===== config.mk =====
export PLATFORM = sky130hd
export DESIGN_NAME = ctrl_decode_pipe_flat
export DESIGN_NICKNAME = d
export VERILOG_FILES = /design/src/rtl/ctrl_decode_pipe_pkg.sv /design/src/rtl/ctrl_decode_pipe_if.sv /design/src/rtl/ctrl_decode_pipe_decode.sv /design/src/rtl/ctrl_decode_pipe.sv /design/src/flat_wrapper.sv
export SDC_FILE = /design/constraint.sdc
export NUM_CORES = 1
export LEC_CHECK = 0
export ABC_AREA = 1
export CELL_PAD_IN_SITES_DETAIL_PLACEMENT = 1
export CELL_PAD_IN_SITES_GLOBAL_PLACEMENT = 2
export CORE_UTILIZATION = 22
export CTS_CLUSTER_DIAMETER = 200
export DETAILED_ROUTE_END_ITERATION = 10
export GPL_TIMING_DRIVEN = 0
export PLACE_DENSITY = 0.88
export SYNTH_ARGS = -nofsm -noshare
export SYNTH_HDL_FRONTEND = slang
export SYNTH_SLANG_ARGS = --single-unit

===== constraint.sdc =====
create_clock -name clk -period 1.7 [get_ports clk]
set_input_delay 0.255 -clock clk [delete_from_list [all_inputs] [get_ports clk]]
set_output_delay 0.255 -clock clk [all_outputs]
set_load 0.01 [all_outputs]

===== src/rtl/ctrl_decode_pipe_pkg.sv =====
`default_nettype none
// ============================================================================
// Module      : ctrl_decode_pipe_pkg
// Description : Shared encodings for the ID-stage control pipeline: mode
//               values, data-processing opcodes, ALU commands and the control
//               bundle carried by every pipeline stage.
// Revision    : 1.0 - initial release
// ============================================================================
package ctrl_decode_pipe_pkg;

  // Instruction class carried in the mode field
  localparam logic [1:0] MODE_DP  = 2'b00;
  localparam logic [1:0] MODE_MEM = 2'b01;
  localparam logic [1:0] MODE_BR  = 2'b10;
  localparam logic [1:0] MODE_RSV = 2'b11;

  // Data-processing opcodes
  localparam logic [3:0] OP_AND = 4'b0000;
  localparam logic [3:0] OP_EOR = 4'b0001;
  localparam logic [3:0] OP_SUB = 4'b0010;
  localparam logic [3:0] OP_ADD = 4'b0100;
  localparam logic [3:0] OP_ADC = 4'b0101;
  localparam logic [3:0] OP_SBC = 4'b0110;
  localparam logic [3:0] OP_TST = 4'b1000;
  localparam logic [3:0] OP_CMP = 4'b1010;
  localparam logic [3:0] OP_ORR = 4'b1100;
  localparam logic [3:0] OP_MOV = 4'b1101;
  localparam logic [3:0] OP_MVN = 4'b1111;

  // ALU commands seen by the EXE stage
  localparam logic [3:0] CMD_NOP = 4'b0000;
  localparam logic [3:0] CMD_MOV = 4'b0001;
  localparam logic [3:0] CMD_ADD = 4'b0010;
  localparam logic [3:0] CMD_ADC = 4'b0011;
  localparam logic [3:0] CMD_SUB = 4'b0100;
  localparam logic [3:0] CMD_SBC = 4'b0101;
  localparam logic [3:0] CMD_AND = 4'b0110;
  localparam logic [3:0] CMD_ORR = 4'b0111;
  localparam logic [3:0] CMD_EOR = 4'b1000;
  localparam logic [3:0] CMD_MVN = 4'b1001;

  // Control bundle, MSB first
  typedef struct packed {
    logic [3:0] exe_cmd;
    logic       mem_read;
    logic       mem_write;
    logic       wb_en;
    logic       b;
    logic       s_out;
    logic       illegal;
  } ctrl_t;

  localparam ctrl_t CTRL_NONE = '0;

  // Forces every control field to zero unless the owning stage is live
  function automatic ctrl_t gate_ctrl(input ctrl_t c, input logic live);
    return live ? c : CTRL_NONE;
  endfunction

endpackage
`default_nettype wire


===== src/rtl/ctrl_decode_pipe_if.sv =====
`default_nettype none
// ============================================================================
// Module      : ctrl_decode_pipe_if
// Description : Instruction-in / controls-out bundle of the ID-stage control
//               pipeline. master = decode/hazard side, slave = the pipeline.
// Revision    : 1.0 - initial release
// ============================================================================
interface ctrl_decode_pipe_if #(
  parameter int PAYLOAD_W = 32,
  parameter int CNT_W     = 8
);
  logic                 in_valid;
  logic                 in_ready;
  logic [1:0]           mode;
  logic [3:0]           op_code;
  logic                 s_in;
  logic                 cond_pass;
  logic                 uses_flags;
  logic [PAYLOAD_W-1:0] payload_in;
  logic                 stall;
  logic                 flush;
  logic                 out_valid;
  logic [3:0]           exe_cmd;
  logic                 mem_read;
  logic                 mem_write;
  logic                 wb_en;
  logic                 b;
  logic                 s_out;
  logic                 illegal;
  logic [PAYLOAD_W-1:0] payload_out;
  logic [CNT_W-1:0]     illegal_cnt;

  modport master (
    output in_valid, mode, op_code, s_in, cond_pass, uses_flags, payload_in, stall, flush,
    input  in_ready, out_valid, exe_cmd, mem_read, mem_write, wb_en, b, s_out, illegal,
           payload_out, illegal_cnt
  );

  modport slave (
    input  in_valid, mode, op_code, s_in, cond_pass, uses_flags, payload_in, stall, flush,
    output in_ready, out_valid, exe_cmd, mem_read, mem_write, wb_en, b, s_out, illegal,
           payload_out, illegal_cnt
  );

endinterface
`default_nettype wire


===== src/rtl/ctrl_decode_pipe_decode.sv =====
`default_nettype none
// ============================================================================
// Module      : ctrl_decode_pipe_decode
// Description : Purely combinational translation of mode/op_code/S into the
//               EXE/MEM/WB control bundle.
// Revision    : 1.0 - initial release
// ============================================================================
module ctrl_decode_pipe_decode
  import ctrl_decode_pipe_pkg::*;
(
  input  logic [1:0] mode_i,
  input  logic [3:0] op_code_i,
  input  logic       s_in_i,
  output ctrl_t      ctrl_o
);

  // Decode one instruction; every field starts at zero so unused enables stay low
  always_comb begin
    ctrl_o = CTRL_NONE;
    case (mode_i)
      MODE_DP: begin
        ctrl_o.s_out = s_in_i;
        ctrl_o.wb_en = 1'b1;
        case (op_code_i)
          OP_MOV: ctrl_o.exe_cmd = CMD_MOV;
          OP_MVN: ctrl_o.exe_cmd = CMD_MVN;
          OP_ADD: ctrl_o.exe_cmd = CMD_ADD;
          OP_ADC: ctrl_o.exe_cmd = CMD_ADC;
          OP_SUB: ctrl_o.exe_cmd = CMD_SUB;
          OP_SBC: ctrl_o.exe_cmd = CMD_SBC;
          OP_AND: ctrl_o.exe_cmd = CMD_AND;
          OP_ORR: ctrl_o.exe_cmd = CMD_ORR;
          OP_EOR: ctrl_o.exe_cmd = CMD_EOR;
          // Compare/test only update flags, so no register write-back
          OP_CMP: begin
            ctrl_o.exe_cmd = CMD_SUB;
            ctrl_o.wb_en   = 1'b0;
          end
          OP_TST: begin
            ctrl_o.exe_cmd = CMD_AND;
            ctrl_o.wb_en   = 1'b0;
          end
          // Undefined opcode: harmless MOV with no side effects, flagged illegal
          default: begin
            ctrl_o.exe_cmd = CMD_MOV;
            ctrl_o.wb_en   = 1'b0;
            ctrl_o.s_out   = 1'b0;
            ctrl_o.illegal = 1'b1;
          end
        endcase
      end
      MODE_MEM: begin
        // Address is always base + offset; S doubles as the L (load) bit
        ctrl_o.exe_cmd   = CMD_ADD;
        ctrl_o.mem_read  = s_in_i;
        ctrl_o.wb_en     = s_in_i;
        ctrl_o.mem_write = ~s_in_i;
      end
      MODE_BR: begin
        ctrl_o.exe_cmd = CMD_NOP;
        ctrl_o.b       = 1'b1;
      end
      default: begin
        ctrl_o.illegal = 1'b1;
      end
    endcase
  end

endmodule
`default_nettype wire


===== src/rtl/ctrl_decode_pipe.sv =====
`default_nettype none
// ============================================================================
// Module      : ctrl_decode_pipe
// Description : ID-stage control unit followed by PIPE_DEPTH registered
//               stages carrying controls plus a sideband payload. Handles
//               stall/flush, condition-fail squash, NZCV flag hazards and a
//               saturating count of accepted illegal encodings.
// Revision    : 1.0 - initial release
// ============================================================================
module ctrl_decode_pipe
  import ctrl_decode_pipe_pkg::*;
#(
  parameter int PIPE_DEPTH = 1,
  parameter int PAYLOAD_W  = 32,
  parameter int CNT_W      = 8
) (
  input  logic                clk,
  input  logic                rst_n,
  ctrl_decode_pipe_if.slave   bus
);

  localparam int LAST = PIPE_DEPTH - 1;
  localparam logic [CNT_W-1:0] CNT_MAX = {CNT_W{1'b1}};
  localparam logic [CNT_W-1:0] CNT_ONE = {{(CNT_W-1){1'b0}}, 1'b1};

  ctrl_t                w_dec;
  logic                 w_hazard_src;
  logic                 w_flag_hazard;
  logic                 w_in_ready;
  logic                 w_accept;
  logic                 w_load;
  ctrl_t                w_out_ctrl;

  logic                 valid_q [PIPE_DEPTH];
  logic                 valid_d [PIPE_DEPTH];
  ctrl_t                ctrl_q  [PIPE_DEPTH];
  ctrl_t                ctrl_d  [PIPE_DEPTH];
  logic [PAYLOAD_W-1:0] pay_q   [PIPE_DEPTH];
  logic [PAYLOAD_W-1:0] pay_d   [PIPE_DEPTH];
  logic [CNT_W-1:0]     cnt_q;
  logic [CNT_W-1:0]     cnt_d;

  ctrl_decode_pipe_decode u_decode (
    .mode_i    (bus.mode),
    .op_code_i (bus.op_code),
    .s_in_i    (bus.s_in),
    .ctrl_o    (w_dec)
  );

  // Any live in-flight instruction that will write NZCV blocks a flag reader
  always_comb begin
    w_hazard_src = 1'b0;
    for (int i = 0; i < PIPE_DEPTH; i++) begin
      w_hazard_src = w_hazard_src | (valid_q[i] & ctrl_q[i].s_out);
    end
  end

  assign w_flag_hazard = bus.uses_flags & w_hazard_src;
  assign w_in_ready    = ~bus.stall & ~w_flag_hazard;
  assign w_accept      = bus.in_valid & w_in_ready;
  // A failed condition is consumed but enters the pipe as a bubble
  assign w_load        = w_accept & bus.cond_pass;

  // Stage next-state: flush kills everything, stall freezes, otherwise shift.
  // Payload/controls only move with live entries so the last stage's payload
  // keeps its previous value while bubbles pass.
  always_comb begin
    valid_d = valid_q;
    ctrl_d  = ctrl_q;
    pay_d   = pay_q;
    if (bus.flush) begin
      for (int i = 0; i < PIPE_DEPTH; i++) begin
        valid_d[i] = 1'b0;
      end
    end else if (!bus.stall) begin
      valid_d[0] = w_load;
      if (w_load) begin
        ctrl_d[0] = w_dec;
        pay_d[0]  = bus.payload_in;
      end
      for (int i = 1; i < PIPE_DEPTH; i++) begin
        valid_d[i] = valid_q[i-1];
        if (valid_q[i-1]) begin
          ctrl_d[i] = ctrl_q[i-1];
          pay_d[i]  = pay_q[i-1];
        end
      end
    end
  end

  // Illegal-op count: counted at acceptance, even if flushed the same cycle
  always_comb begin
    cnt_d = cnt_q;
    if (w_load && w_dec.illegal && (cnt_q != CNT_MAX)) begin
      cnt_d = cnt_q + CNT_ONE;
    end
  end

  // Stage and counter registers with synchronous active-low reset
  always_ff @(posedge clk) begin
    if (!rst_n) begin
      for (int i = 0; i < PIPE_DEPTH; i++) begin
        valid_q[i] <= 1'b0;
        ctrl_q[i]  <= CTRL_NONE;
        pay_q[i]   <= '0;
      end
      cnt_q <= '0;
    end else begin
      for (int i = 0; i < PIPE_DEPTH; i++) begin
        valid_q[i] <= valid_d[i];
        ctrl_q[i]  <= ctrl_d[i];
        pay_q[i]   <= pay_d[i];
      end
      cnt_q <= cnt_d;
    end
  end

  assign w_out_ctrl = gate_ctrl(ctrl_q[LAST], valid_q[LAST]);

  assign bus.in_ready    = w_in_ready;
  assign bus.out_valid   = valid_q[LAST];
  assign bus.exe_cmd     = w_out_ctrl.exe_cmd;
  assign bus.mem_read    = w_out_ctrl.mem_read;
  assign bus.mem_write   = w_out_ctrl.mem_write;
  assign bus.wb_en       = w_out_ctrl.wb_en;
  assign bus.b           = w_out_ctrl.b;
  assign bus.s_out       = w_out_ctrl.s_out;
  assign bus.illegal     = w_out_ctrl.illegal;
  assign bus.payload_out = pay_q[LAST];
  assign bus.illegal_cnt = cnt_q;

endmodule
`default_nettype wire


===== src/flat_wrapper.sv =====
// flat-port wrapper written by rule: the top's interface ports become plain ports
module ctrl_decode_pipe_flat import ctrl_decode_pipe_pkg::*;
#(
  parameter int PIPE_DEPTH = 1,
  parameter int PAYLOAD_W  = 32,
  parameter int CNT_W      = 8
)
  (clk, rst_n, bus_in_valid, bus_mode, bus_op_code, bus_s_in, bus_cond_pass, bus_uses_flags, bus_payload_in, bus_stall, bus_flush, bus_in_ready, bus_out_valid, bus_exe_cmd, bus_mem_read, bus_mem_write, bus_wb_en, bus_b, bus_s_out, bus_illegal, bus_payload_out, bus_illegal_cnt);
  ctrl_decode_pipe_if #(.PAYLOAD_W(PAYLOAD_W), .CNT_W(CNT_W)) bus_i ();
  input  logic clk;
  input  logic rst_n;
  input wire logic [$bits(bus_i.in_valid)-1:0] bus_in_valid;
  input wire logic [$bits(bus_i.mode)-1:0] bus_mode;
  input wire logic [$bits(bus_i.op_code)-1:0] bus_op_code;
  input wire logic [$bits(bus_i.s_in)-1:0] bus_s_in;
  input wire logic [$bits(bus_i.cond_pass)-1:0] bus_cond_pass;
  input wire logic [$bits(bus_i.uses_flags)-1:0] bus_uses_flags;
  input wire logic [$bits(bus_i.payload_in)-1:0] bus_payload_in;
  input wire logic [$bits(bus_i.stall)-1:0] bus_stall;
  input wire logic [$bits(bus_i.flush)-1:0] bus_flush;
  output wire logic [$bits(bus_i.in_ready)-1:0] bus_in_ready;
  output wire logic [$bits(bus_i.out_valid)-1:0] bus_out_valid;
  output wire logic [$bits(bus_i.exe_cmd)-1:0] bus_exe_cmd;
  output wire logic [$bits(bus_i.mem_read)-1:0] bus_mem_read;
  output wire logic [$bits(bus_i.mem_write)-1:0] bus_mem_write;
  output wire logic [$bits(bus_i.wb_en)-1:0] bus_wb_en;
  output wire logic [$bits(bus_i.b)-1:0] bus_b;
  output wire logic [$bits(bus_i.s_out)-1:0] bus_s_out;
  output wire logic [$bits(bus_i.illegal)-1:0] bus_illegal;
  output wire logic [$bits(bus_i.payload_out)-1:0] bus_payload_out;
  output wire logic [$bits(bus_i.illegal_cnt)-1:0] bus_illegal_cnt;
  assign bus_i.in_valid = bus_in_valid;
  assign bus_i.mode = bus_mode;
  assign bus_i.op_code = bus_op_code;
  assign bus_i.s_in = bus_s_in;
  assign bus_i.cond_pass = bus_cond_pass;
  assign bus_i.uses_flags = bus_uses_flags;
  assign bus_i.payload_in = bus_payload_in;
  assign bus_i.stall = bus_stall;
  assign bus_i.flush = bus_flush;
  assign bus_in_ready = bus_i.in_ready;
  assign bus_out_valid = bus_i.out_valid;
  assign bus_exe_cmd = bus_i.exe_cmd;
  assign bus_mem_read = bus_i.mem_read;
  assign bus_mem_write = bus_i.mem_write;
  assign bus_wb_en = bus_i.wb_en;
  assign bus_b = bus_i.b;
  assign bus_s_out = bus_i.s_out;
  assign bus_illegal = bus_i.illegal;
  assign bus_payload_out = bus_i.payload_out;
  assign bus_illegal_cnt = bus_i.illegal_cnt;
  ctrl_decode_pipe #(.PIPE_DEPTH(PIPE_DEPTH), .PAYLOAD_W(PAYLOAD_W), .CNT_W(CNT_W)) u_core (.clk(clk), .rst_n(rst_n), .bus(bus_i));
endmodule

==> metrics.txt <==
status=finished, final reports clean; Worst EP arrival=1.36 ns; DR vias/cell=4.32; final setup violation count=0; CP max FO=8; Initial Util=22.6%; CP bufs+invs=1; critical path's top delay family=buffers and inverters; DR vias=2,492; min-delay worst type=flip-flop to flip-flop; sw frac=26.7%; Peak Freq=621 MHz; synthesized flop and latch total=51; worst vdd ir=0.363 mV; Crit. End Element=output pin; layout cell share with drive strength beyond 1=7.71%; Psw=0.000627 W; Reg2Reg Setup Slack=0.12 ns; max-slew violations=0; Synth area leaders=dfxtp_1 (44%), nor2_1 (13%), nand2_1 (9.1%); Fin. Hold Viols=0; worst setup path class=flip-flop to output pin; leakage=1.59 nW; CTS tree=built; Sink Count=51; post-synthesis adder-cell area fraction=2.16%; cell taking the most area after synthesis=dfxtp_1; Tcrit/Tclk final=94.8%; Die W=105 µm; multiplexer share of the synthesized area=0%; H-tree levels=2; die height=105 µm; synth-to-layout area growth=54.4%; Antenna Violating Nets Remaining=0; largest net degree at the start of global routing=19; Synth cell types=25; Ports=98; CTS Hold Bufs=0; initial antenna violation count=0; Max Clock Skew=0.0108 ns; ys flop type=dfxtp_1; xor and xnor area share after synthesis=1.13%; DRC viols=0; post-synthesis instance total=333; Tot GR Track Use=13.6%; Synth Area in Compound Gates=12.9%; CTS root buf=clkbuf_8; DP Area=3460 µm²; Slew @ Worst Pin=0.508 ns; Worst Setup Start Kind=flip-flop; Fillers=1,285; Critical Path Max Stage Delay=0.58 ns; Max transition margin=66.1%; HPWL after detailed placement=5.61 mm; worst path required time=1.44 ns; Clk pin slew, worst setup/hold paths=0.10 ns; IO Port Bufs=97; Ant. Diodes=0; DR WL/cell=12.6 µm; P_int=0.00172 W; Multi-input gate area=1110 µm²; part of the Yosys area used for sequential elements=44.0%; Syn. warnings=0; DR iter-0 viols=44; fin crit period=1.61 ns; Overall Power=0.00234 W; Mean Syn Cell Area=6.97 µm²; ys async rst share=0%; Worst path slowest cell=clkdlybuf4s50_1; Final Cell Area=3580 µm²; Cell Area, Synth=2320 µm²; Seq. cell area=1020 µm²; final WL=7.27 mm; critical-path cell list=clkdlybuf4s50_1; FP Rows=37; clock power share=32.3%; syn_nets=383; max-capacitance violation count=0; CORE AREA=10,300 µm²; Comb power frac=14.7%; final RePlAce weighted congestion=0.758; CTS Buffer Depth=2; top cell type's share of synthesized area=44.0%; Die Footprint=11,000 µm²; CTS Buf Count=5; first-pass GRT wire length=12.2 mm; layout net count=490; largest family of logic cells by synthesized area=simple AND/OR/NAND/NOR gates; number of global-route vias before repair=2,596; Seq pwr share=53.0%; Post-Synth Simple-Gate Area=31.2%; Skew-Pair Late Insertion Delay=0.31 ns; Post-synth EDFFs=0; gr ovfl total=0; DRT Pass-1 Iters=4; Cell Pwr Density=654 nW/µm²
worst reg2reg max path, stage by stage, from the launching register on:
cell	delay, ns
dfxtp_1	0.36
ha_1	0.23
nand2_1	0.09
inv_2	0.05
nand2_2	0.09
nor2_4	0.05
nor2_4	0.23
nand3_4	0.18
nand2_1	0.10
a21oi_1	0.06
final timing paths:
kind	cells after the start	end	from
worst max-delay path	1	bus_illegal_cnt[5]	u_core.bus.illegal_cnt[5]
worst min-delay path	2	u_core.ctrl_q[5]	u_core.ctrl_q[5]
worst max register to register	9	u_core.bus.illegal_cnt[6]	u_core.bus.illegal_cnt[0]
worst min register to register	2	u_core.ctrl_q[5]	u_core.ctrl_q[5]
metal layers:
metal	GRT usage (%)	vias up	wire, µm
met2	24.3	61	3540
met1	16.1	1171	3290
met3	3.93	4	387
li1	-	1256	-
met5	0	-	0
met4	2.82	0	51
cells in the final DEF (no fill, tap or decap), drive strengths merged:
master / netlist / final
a211oi: 1 / 1
a21oi: 16 / 16
buf: 8 / 11
clkbuf: 5 / 10
clkdlybuf4s50: 0 / 86
clkinv: 1 / 3
dfxtp: 51 / 51
dlygate4sd2: 0 / 11
ha: 4 / 4
inv: 35 / 36
nand2: 60 / 60
nand3: 19 / 19
nand4: 3 / 3
nor2: 83 / 83
nor3: 1 / 1
o21a: 1 / 1
o21ai: 41 / 41
or2: 1 / 1
xnor2: 2 / 2
xor2: 1 / 1
registers in the layout, summed over array words and instances, names as in the netlist:
name / flops
u_core.bus.illegal_cnt: 8
u_core.bus.out_valid: 1
u_core.bus.payload_out: 32
u_core.ctrl_q: 10
cell families (layout without fill, tap and decap cells):
logic type      count (synthesis)  in the layout
compound gates                 59             59
buf+inv                        49            157
simple gates                  167            167
flops                          51             51
fa+ha+maj                       4              4
xor+xnor                        3              3
synth_stat cells (2+ instances only):
library cell / number
nor2_1: 80
nand2_1: 56
dfxtp_1: 51
o21ai_0: 35
inv_1: 32
a21oi_1: 16
nand3_1: 16
buf_2: 6
o21ai_1: 6
clkbuf_1: 5
ha_1: 4
nand2_2: 4
inv_2: 3
nand4_1: 3
nor2_4: 3
buf_4: 2
nand3_4: 2
xnor2_1: 2
per-stage QoR:
stage / worst slack [ns] / std cells / hold slack (ns) / TNS (ns) / utilization (%)
floorplan: 0.327 / 333 / 0.333 / 0 / -
global placement: -0.157 / 566 / 0.453 / -5.70 / 33.7
detailed placement: -0.216 / 566 / 0.458 / -6.27 / 33.7
CTS: 0.0659 / 575 / 0.474 / 0 / 34.7
global route: -0.00196 / 577 / 0.503 / -0.00196 / 34.9
finish: 0.0885 / 577 / 0.469 / 0 / 34.9
what timing repair did:
action	CTS	global route
gates cloned	0	0
buffers inserted	1	2
gates resized for setup	15	1
pin swaps	0	1
setup endpoints to repair	11	1
layout make-up:
cell class / instances / share of cell area [%]
inverter: 36 / 3.77
multi-input combinational: 233 / 30.9
buffer: 13 / 2.06
tap: 136 / 4.75
timing repair buffer: 100 / 27.3
clock buffer: 5 / 1.92
clock inverter: 3 / 0.803
sequential: 51 / 28.5
power by group through the flow:
| stage | registers [W] | logic, W | clock network (W) |
|---|---|---|---|
| 3_5_place_dp | 0.00127 | 0.000344 | 0 |
| 2_1_floorplan | 0.00128 | 0.000118 | 0 |
| 6_report | 0.00124 | 0.000345 | 0.000757 |
| 5_1_grt | 0.00125 | 0.000379 | 0.000854 |
| 4_1_cts | 0.00124 | 0.000347 | 0.000795 |
| 3_3_place_gp | 0.00127 | 0.000337 | 0 |
No activity file was read; power rests on OpenSTA's default activity.
